--- src/rtl/mem_arb_pkg.sv ---
// Shared types and constants for the two-port unified-memory arbiter.
package mem_arb_pkg;

  typedef enum logic [1:0] {
    IDLE,
    ACCESS,
    WAIT,
    DONE
  } arb_state_t;

  localparam logic OWNER_CORE = 1'b0;
  localparam logic OWNER_AUX  = 1'b1;

  localparam int unsigned CNT_W = 4;

endpackage

--- src/rtl/mem_arbiter.sv ---
// Round-robin arbiter serialising the core (port 0) and an auxiliary master (port 1)
// onto the single unified instruction/data memory; one transaction every MEM_LATENCY+3 cycles.
module mem_arbiter
  import mem_arb_pkg::*;
#(
  parameter int unsigned ADDR_W      = 32,
  parameter int unsigned DATA_W      = 32,
  parameter int unsigned MEM_LATENCY = 1
) (
  input  logic              clk,
  input  logic              reset,

  input  logic              m0_req,
  input  logic              m0_we,
  input  logic [ADDR_W-1:0] m0_addr,
  input  logic [DATA_W-1:0] m0_wdata,
  output logic [DATA_W-1:0] m0_rdata,
  output logic              m0_ack,

  input  logic              m1_req,
  input  logic              m1_we,
  input  logic [ADDR_W-1:0] m1_addr,
  input  logic [DATA_W-1:0] m1_wdata,
  output logic [DATA_W-1:0] m1_rdata,
  output logic              m1_ack,

  output logic              mem_en,
  output logic              mem_we,
  output logic [ADDR_W-1:0] mem_addr,
  output logic [DATA_W-1:0] mem_wdata,
  input  logic [DATA_W-1:0] mem_rdata,

  output logic              busy,
  output logic              owner
);

  if (MEM_LATENCY < 1 || MEM_LATENCY > 15) begin : g_bad_latency
    $error("mem_arbiter: MEM_LATENCY must be in 1..15");
  end

  localparam logic [CNT_W-1:0] LAT_LOAD = CNT_W'(MEM_LATENCY);

  arb_state_t       state;
  logic             last_owner;
  logic [CNT_W-1:0] cnt;
  logic             pick;

  // On a tie the port that did not win last time is granted.
  assign pick = m1_req & (~m0_req | (last_owner == OWNER_CORE));

  always_ff @(posedge clk or negedge reset) begin
    if (!reset) begin
      state      <= IDLE;
      last_owner <= OWNER_AUX;
      owner      <= OWNER_CORE;
      cnt        <= '0;
      mem_en     <= 1'b0;
      mem_we     <= 1'b0;
      mem_addr   <= '0;
      mem_wdata  <= '0;
      m0_rdata   <= '0;
      m1_rdata   <= '0;
      m0_ack     <= 1'b0;
      m1_ack     <= 1'b0;
      busy       <= 1'b0;
    end else begin
      case (state)
        IDLE: begin
          if (m0_req || m1_req) begin
            owner      <= pick;
            last_owner <= pick;
            mem_we     <= pick ? m1_we    : m0_we;
            mem_addr   <= pick ? m1_addr  : m0_addr;
            mem_wdata  <= pick ? m1_wdata : m0_wdata;
            mem_en     <= 1'b1;
            busy       <= 1'b1;
            state      <= ACCESS;
          end
        end
        ACCESS: begin
          mem_en <= 1'b0;
          cnt    <= LAT_LOAD;
          state  <= WAIT;
        end
        WAIT: begin
          if (cnt == CNT_W'(1)) begin
            if (!mem_we) begin
              if (owner == OWNER_AUX) m1_rdata <= mem_rdata;
              else                    m0_rdata <= mem_rdata;
            end
            if (owner == OWNER_AUX) m1_ack <= 1'b1;
            else                    m0_ack <= 1'b1;
            state <= DONE;
          end else begin
            cnt <= cnt - CNT_W'(1);
          end
        end
        DONE: begin
          // Requests are not sampled here, so a req held through its ack is not reissued.
          m0_ack <= 1'b0;
          m1_ack <= 1'b0;
          busy   <= 1'b0;
          state  <= IDLE;
        end
        default: state <= IDLE;
      endcase
    end
  end

endmodule
--- config.mk ---
export PLATFORM = sky130hd
export DESIGN_NAME = mem_arbiter
export DESIGN_NICKNAME = d
export VERILOG_FILES = /design/src/rtl/mem_arb_pkg.sv /design/src/rtl/mem_arbiter.sv
export SDC_FILE = /design/constraint.sdc
export NUM_CORES = 1
export LEC_CHECK = 0
export BUFFER_PORTS_ARGS = -buffer_cell sky130_fd_sc_hd__buf_2
export CAP_MARGIN = 20
export CORE_UTILIZATION = 25
export DETAILED_ROUTE_END_ITERATION = 6
export PLACE_DENSITY = 0.52
export SETUP_SLACK_MARGIN = 0.2
export SLEW_MARGIN = 20
export SYNTH_ARGS = -nofsm -noshare
export SYNTH_HDL_FRONTEND = slang
export SYNTH_SLANG_ARGS = --single-unit
--- constraint.sdc ---
create_clock -name clk -period 2 [get_ports clk]
set_input_delay 0.1 -clock clk [delete_from_list [all_inputs] [get_ports clk]]
set_output_delay 0.1 -clock clk [all_outputs]
set_load 0.01 [all_outputs]
Word-level counts from Yosys, hierarchy flattened
Index checks and enable logic that the tools add are counted.
{"block": "classes", "add_sub_neg": 1, "eq_ne": 9, "muxes": 17, "n_bitwise": 6, "n_reduce_logical": 15}
{"operator": "32-bit 2-to-1 mux", "n": 2}
{"operator": "2-bit inequality test, second input constant", "n": 5}
{"operator": "2-bit AND reduction", "n": 5}
{"operator": "1-bit one-hot mux with 2 select lines", "n": 4}
{"operator": "2-bit one-hot mux with 4 select lines", "n": 1}
{"operator": "4-bit one-hot mux with 2 select lines", "n": 1}
{"operator": "4-bit AND reduction", "n": 2}
{"operator": "2-bit nonzero test", "n": 4}
{"operator": "1-bit 2-to-1 mux", "n": 6}
{"operator": "3-bit AND reduction", "n": 2}
{"operator": "2-bit == test, second input constant", "n": 2}
{"operator": "4-bit by 1-bit == test with 1-bit output, second input constant", "n": 1}
{"operator": "2-bit 2-to-1 mux", "n": 2}
{"operator": "4-bit 2-to-1 mux", "n": 1}
{"operator": "1-bit NOT", "n": 4}
{"operator": "4-bit by 1-bit subtractor with 4-bit output, second input constant", "n": 1}
{"operator": "2-bit by 1-bit == test with 1-bit output, second input constant", "n": 1}
{"operator": "2-bit zero test", "n": 1}
{"operator": "1-bit bitwise AND", "n": 1}
{"operator": "1-bit logical OR", "n": 1}
{"operator": "1-bit bitwise OR", "n": 1}
{"block": "totals", "ff_bits": 141, "inputBits": 166, "out_inout_bits": 134, "word_cells": 61}

Longest topological paths before layout
{"block": "logic_depth", "ltp_word": 4, "mapped_depth": 9}

Worst setup path after synthesis
No wires, ideal clock.
{"block": "synth_path", "path_kind": "register to register", "from": "reg cnt[1]", "to": "reg state[1]", "setup_time_ps": 125, "t_arrival_ps": 1554, "required_ps": 1875, "path_slack_ps": 321, "path_stages_with_launch": 7, "path_buffers": 1, "synth_period_minus_slack_ps": 1679, "cell_sequence": "dfrtp_1 -> inv_1 -> ha_1 -> or3b_1 -> buf_6 -> a22oi_4 -> mux2_4"}
{"block": "synth_via", "elab_chain_len": 3}
{"item": "start: declaration", "line": "mem_arbiter.sv:45", "text": "logic [CNT_W-1:0] cnt;"}
{"item": "start signal: assignment", "line": "mem_arbiter.sv:95", "text": "cnt <= cnt - CNT_W'(1);"}
{"item": "4-bit by 1-bit == test with 1-bit output", "line": "mem_arbiter.sv:86", "text": "if (cnt == CNT_W'(1)) begin"}
{"item": "2-bit inequality test (no source line)"}
{"item": "2-bit AND reduction (no source line)"}
{"item": "end signal: assignment", "line": "mem_arbiter.sv:83", "text": "state <= WAIT;"}
{"item": "end signal: assignment", "line": "mem_arbiter.sv:93", "text": "state <= DONE;"}
{"item": "end signal: assignment", "line": "mem_arbiter.sv:103", "text": "state <= IDLE;"}
{"item": "end: declaration", "line": "mem_arbiter.sv:43", "text": "arb_state_t state;"}
No other way between the ends.
A chain may end at the register's enable or synchronous reset.

Worst setup path in the final report
Same ends and word-level chain as after synthesis.

==> metrics <==
global-route wire length before repair=30,300 microns; Area Growth Syn to Fin=67.7%; Max Cap Viol=0; Worst-Margin Slew=0.420 ns; Critical Path AT=2.01 ns; ant diodes=0; DP HPWL=12,300 microns; syn_nets=734; Synth area leader=dfrtp_1; Post-synth EDFFs=0; main area contributors after synthesis=dfrtp_1 58%, mux2_2 8.9%, nand2_1 8.2%; Max Slew Vio Count=0; Util after Layout=43.0%; CTS tree=built; final setup fails=0; Core ar.=23,600 sq um; final cycle utilization of the critical path=85.6%; clock buffer depth=2; setup_tns=0 ns; die width=roughly 160 microns; status=finished, final reports clean; post-CTS setup buffer count=0; layout cells sized above 1=between 30% and 40%; DR iter-0 viols=193; total grt overflow=0; Netlist cell types=35; largest net degree at the start of global routing=66; synthesis-stage register bit count=141; GRT Total Usage=15.6%; Crit path largest cell delay=0.44 ns; critical path's slowest cell=or3b_4; CP required=2.30 ns; Final Critical Period=1.71 ns; routed vias=5,884; fmax=slightly below 600 MHz; fin cells=~1,400; Pwr Total=14.0 mW; CTS root buf=clkbuf_16; Netlist Area Pre-Place=6060 sq um; Avg Cell Area, Syn=10.8 sq um; WL/cell=between 10 and 15 microns; Post-synth top flop=dfrtp_1; # rows=56; sequential area share after synthesis=58.3%; warning count from the yosys run=0; Chip Height=158 microns; PwrDens=~1400 nW/um^2; Nets=1,191; vias in the first global route=around 6,000; I/O Buffers=299; Post-synth ARST share=100%; worst vdd ir=0.594 mV; Final Hold Viols=0; die area=24,900 sq um; crit-path max FO=7; crit end category=flop; worst skew pair latency=0.42 ns; placer's final routability congestion estimate=between 0.7 and 0.8; drt drc=0; HP Class=input port to flop; CP Cell Sequence=inv_1 > ha_2 > or3b_4 > a22oi_4 > mux2_4; Setup Crit Path Kind=flop to flop; TritonCTS Buffers=17; routed vias/inst=4.36; list of most frequent post-synthesis cells=140 x dfrtp_1, 133 x nand2_1, 68 x nor2_1; initial core utilization=25.7%; final wirelength=19,400 microns; iteration count of the initial detailed-routing pass=5; Antenna Nets Post-Route=0; H-tree Lvls=4; FF-to-FF setup slack=0.29 ns; Worst-path clk slew=~0.070 ns; Yosys top cell area share=57.8%; placed cell count=between 1,000 and 1,500; Mapped Cells=562; io pins=300; Leak=4.79 nW; clk_skew=0.0109 ns; top-count cell post-synth=dfrtp_1; CP startpoint kind=flop; antenna violations before repair=0; clk sinks=about 140; fillcell total=2,256; unrepaired setup endpoints after global routing=false; Slew headroom=72.0%
==> critical path, delay by kind of cell, from the launching register on <==
kind	cells	cell delay, ns
and+or+nand+nor	1	0.44
DFF	1	0.39
muxes	1	0.31
adders and majority gates	1	0.20
AOI/OAI and AO/OA	1	0.16
buffers and inverters	1	0.10
==> report_power, final <==
| part | total [mW] | internal [mW] | switching (mW) |
|---|---|---|---|
| Clock | 3.02 | 1.63 | 1.39 |
| Sequential | 5.10 | 4.32 | 0.777 |
| Combinational | 5.84 | 2.77 | 3.07 |
| Total | 14.0 | 8.72 | 5.24 |
==> cell type report <==
class	count	area [sq um]	share of cell area (%)
clock buffers	17	425	4.19
clock inverters	15	130	1.28
inverters	7	26.3	0.259
multi-input cells	375	2300	22.6
flip-flops and latches	141	3530	34.8
well taps	319	399	3.93
repair buffers	477	3350	33.0
==> metrics by stage <==
| step | instance area [sq um] | hold slack (ns) | setup slack (ns) |
|---|---|---|---|
| floorplan | 6060 | -0.196 | 0.321 |
| global placement | 7960 | 0.0575 | 0.228 |
| detailed placement | 7960 | 0.0579 | 0.216 |
| CTS | 10200 | 0.0127 | 0.203 |
| global route | 10200 | 0.0374 | 0.212 |
| finish | 10200 | 0.0370 | 0.288 |
==> metal layers <==
| layer | routed length [microns] | GRT usage [%] | part of all wire, % |
|---|---|---|---|
| met1 | 8370 | 18.8 | 43 |
| met2 | 9150 | 25.9 | 47 |
| met3 | 1550 | 5.37 | 8.0 |
| met4 | 282 | 4.76 | 1.5 |
| met5 | 0 | 0 | 0 |
==> logic make-up after synthesis <==
logic type / share of synthesized area [%]
AOI/OAI and AO/OA: 9.93
adders and majority gates: 1.24
buffers and inverters: 4.15
DFF: 58.3
muxes: 12.3
and+or+nand+nor: 14.1
==> timing repair <==
| item | in CTS | in global routing |
|---|---|---|
| endpoints found under the setup margin | 0 | 1 |
| hold endpoints to repair | 237 | 0 |
| hold buffers | 164 | 0 |
| gates resized for setup | 0 | 2 |
==> cells in the final DEF (no fill, tap or decap), drive strengths merged, types with 2 or more instances in the layout <==
master,synthesis,layout
buf,32,313
dlygate4sd3,0,164
dfrtp,140,140
nand2,133,133
nor2,69,69
a31oi,66,66
mux2,66,66
clkbuf,7,17
inv,7,16
o21ai,6,6
ha,6,6
nand2b,4,4
clkinvlp,0,4
o311ai,4,4
a21oi,3,3
nand4,2,2
a22o,2,2
o211ai,2,2
clkinv,0,2
==> final timing paths <==
path,from,to,depth (start not counted)
max reg2reg,cnt[1]$_DFFE_PN0P_,state[1]$_DFFE_PN0P_,5
max in group asynchronous,reset,m0_rdata[21]$_DFFE_PN0P_,3
min reg2reg,m1_rdata[21]$_DFFE_PN0P_,m1_rdata[21]$_DFFE_PN0P_,1
max,cnt[1]$_DFFE_PN0P_,state[1]$_DFFE_PN0P_,5
min in group asynchronous,reset,m0_rdata[8]$_DFFE_PN0P_,2
min,m1_req,last_owner$_DFFE_PN1P_,3
==> state kept, by name, indices dropped and copies added (netlist names) <==
name,cells
m0_ack,1
m1_rdata,32
mem_wdata,32
state,2
mem_addr,32
mem_en,1
mem_we,1
m0_rdata,32
owner,1
busy,1
cnt,4
last_owner,1
m1_ack,1
No activity file was read; power rests on OpenSTA's default activity.
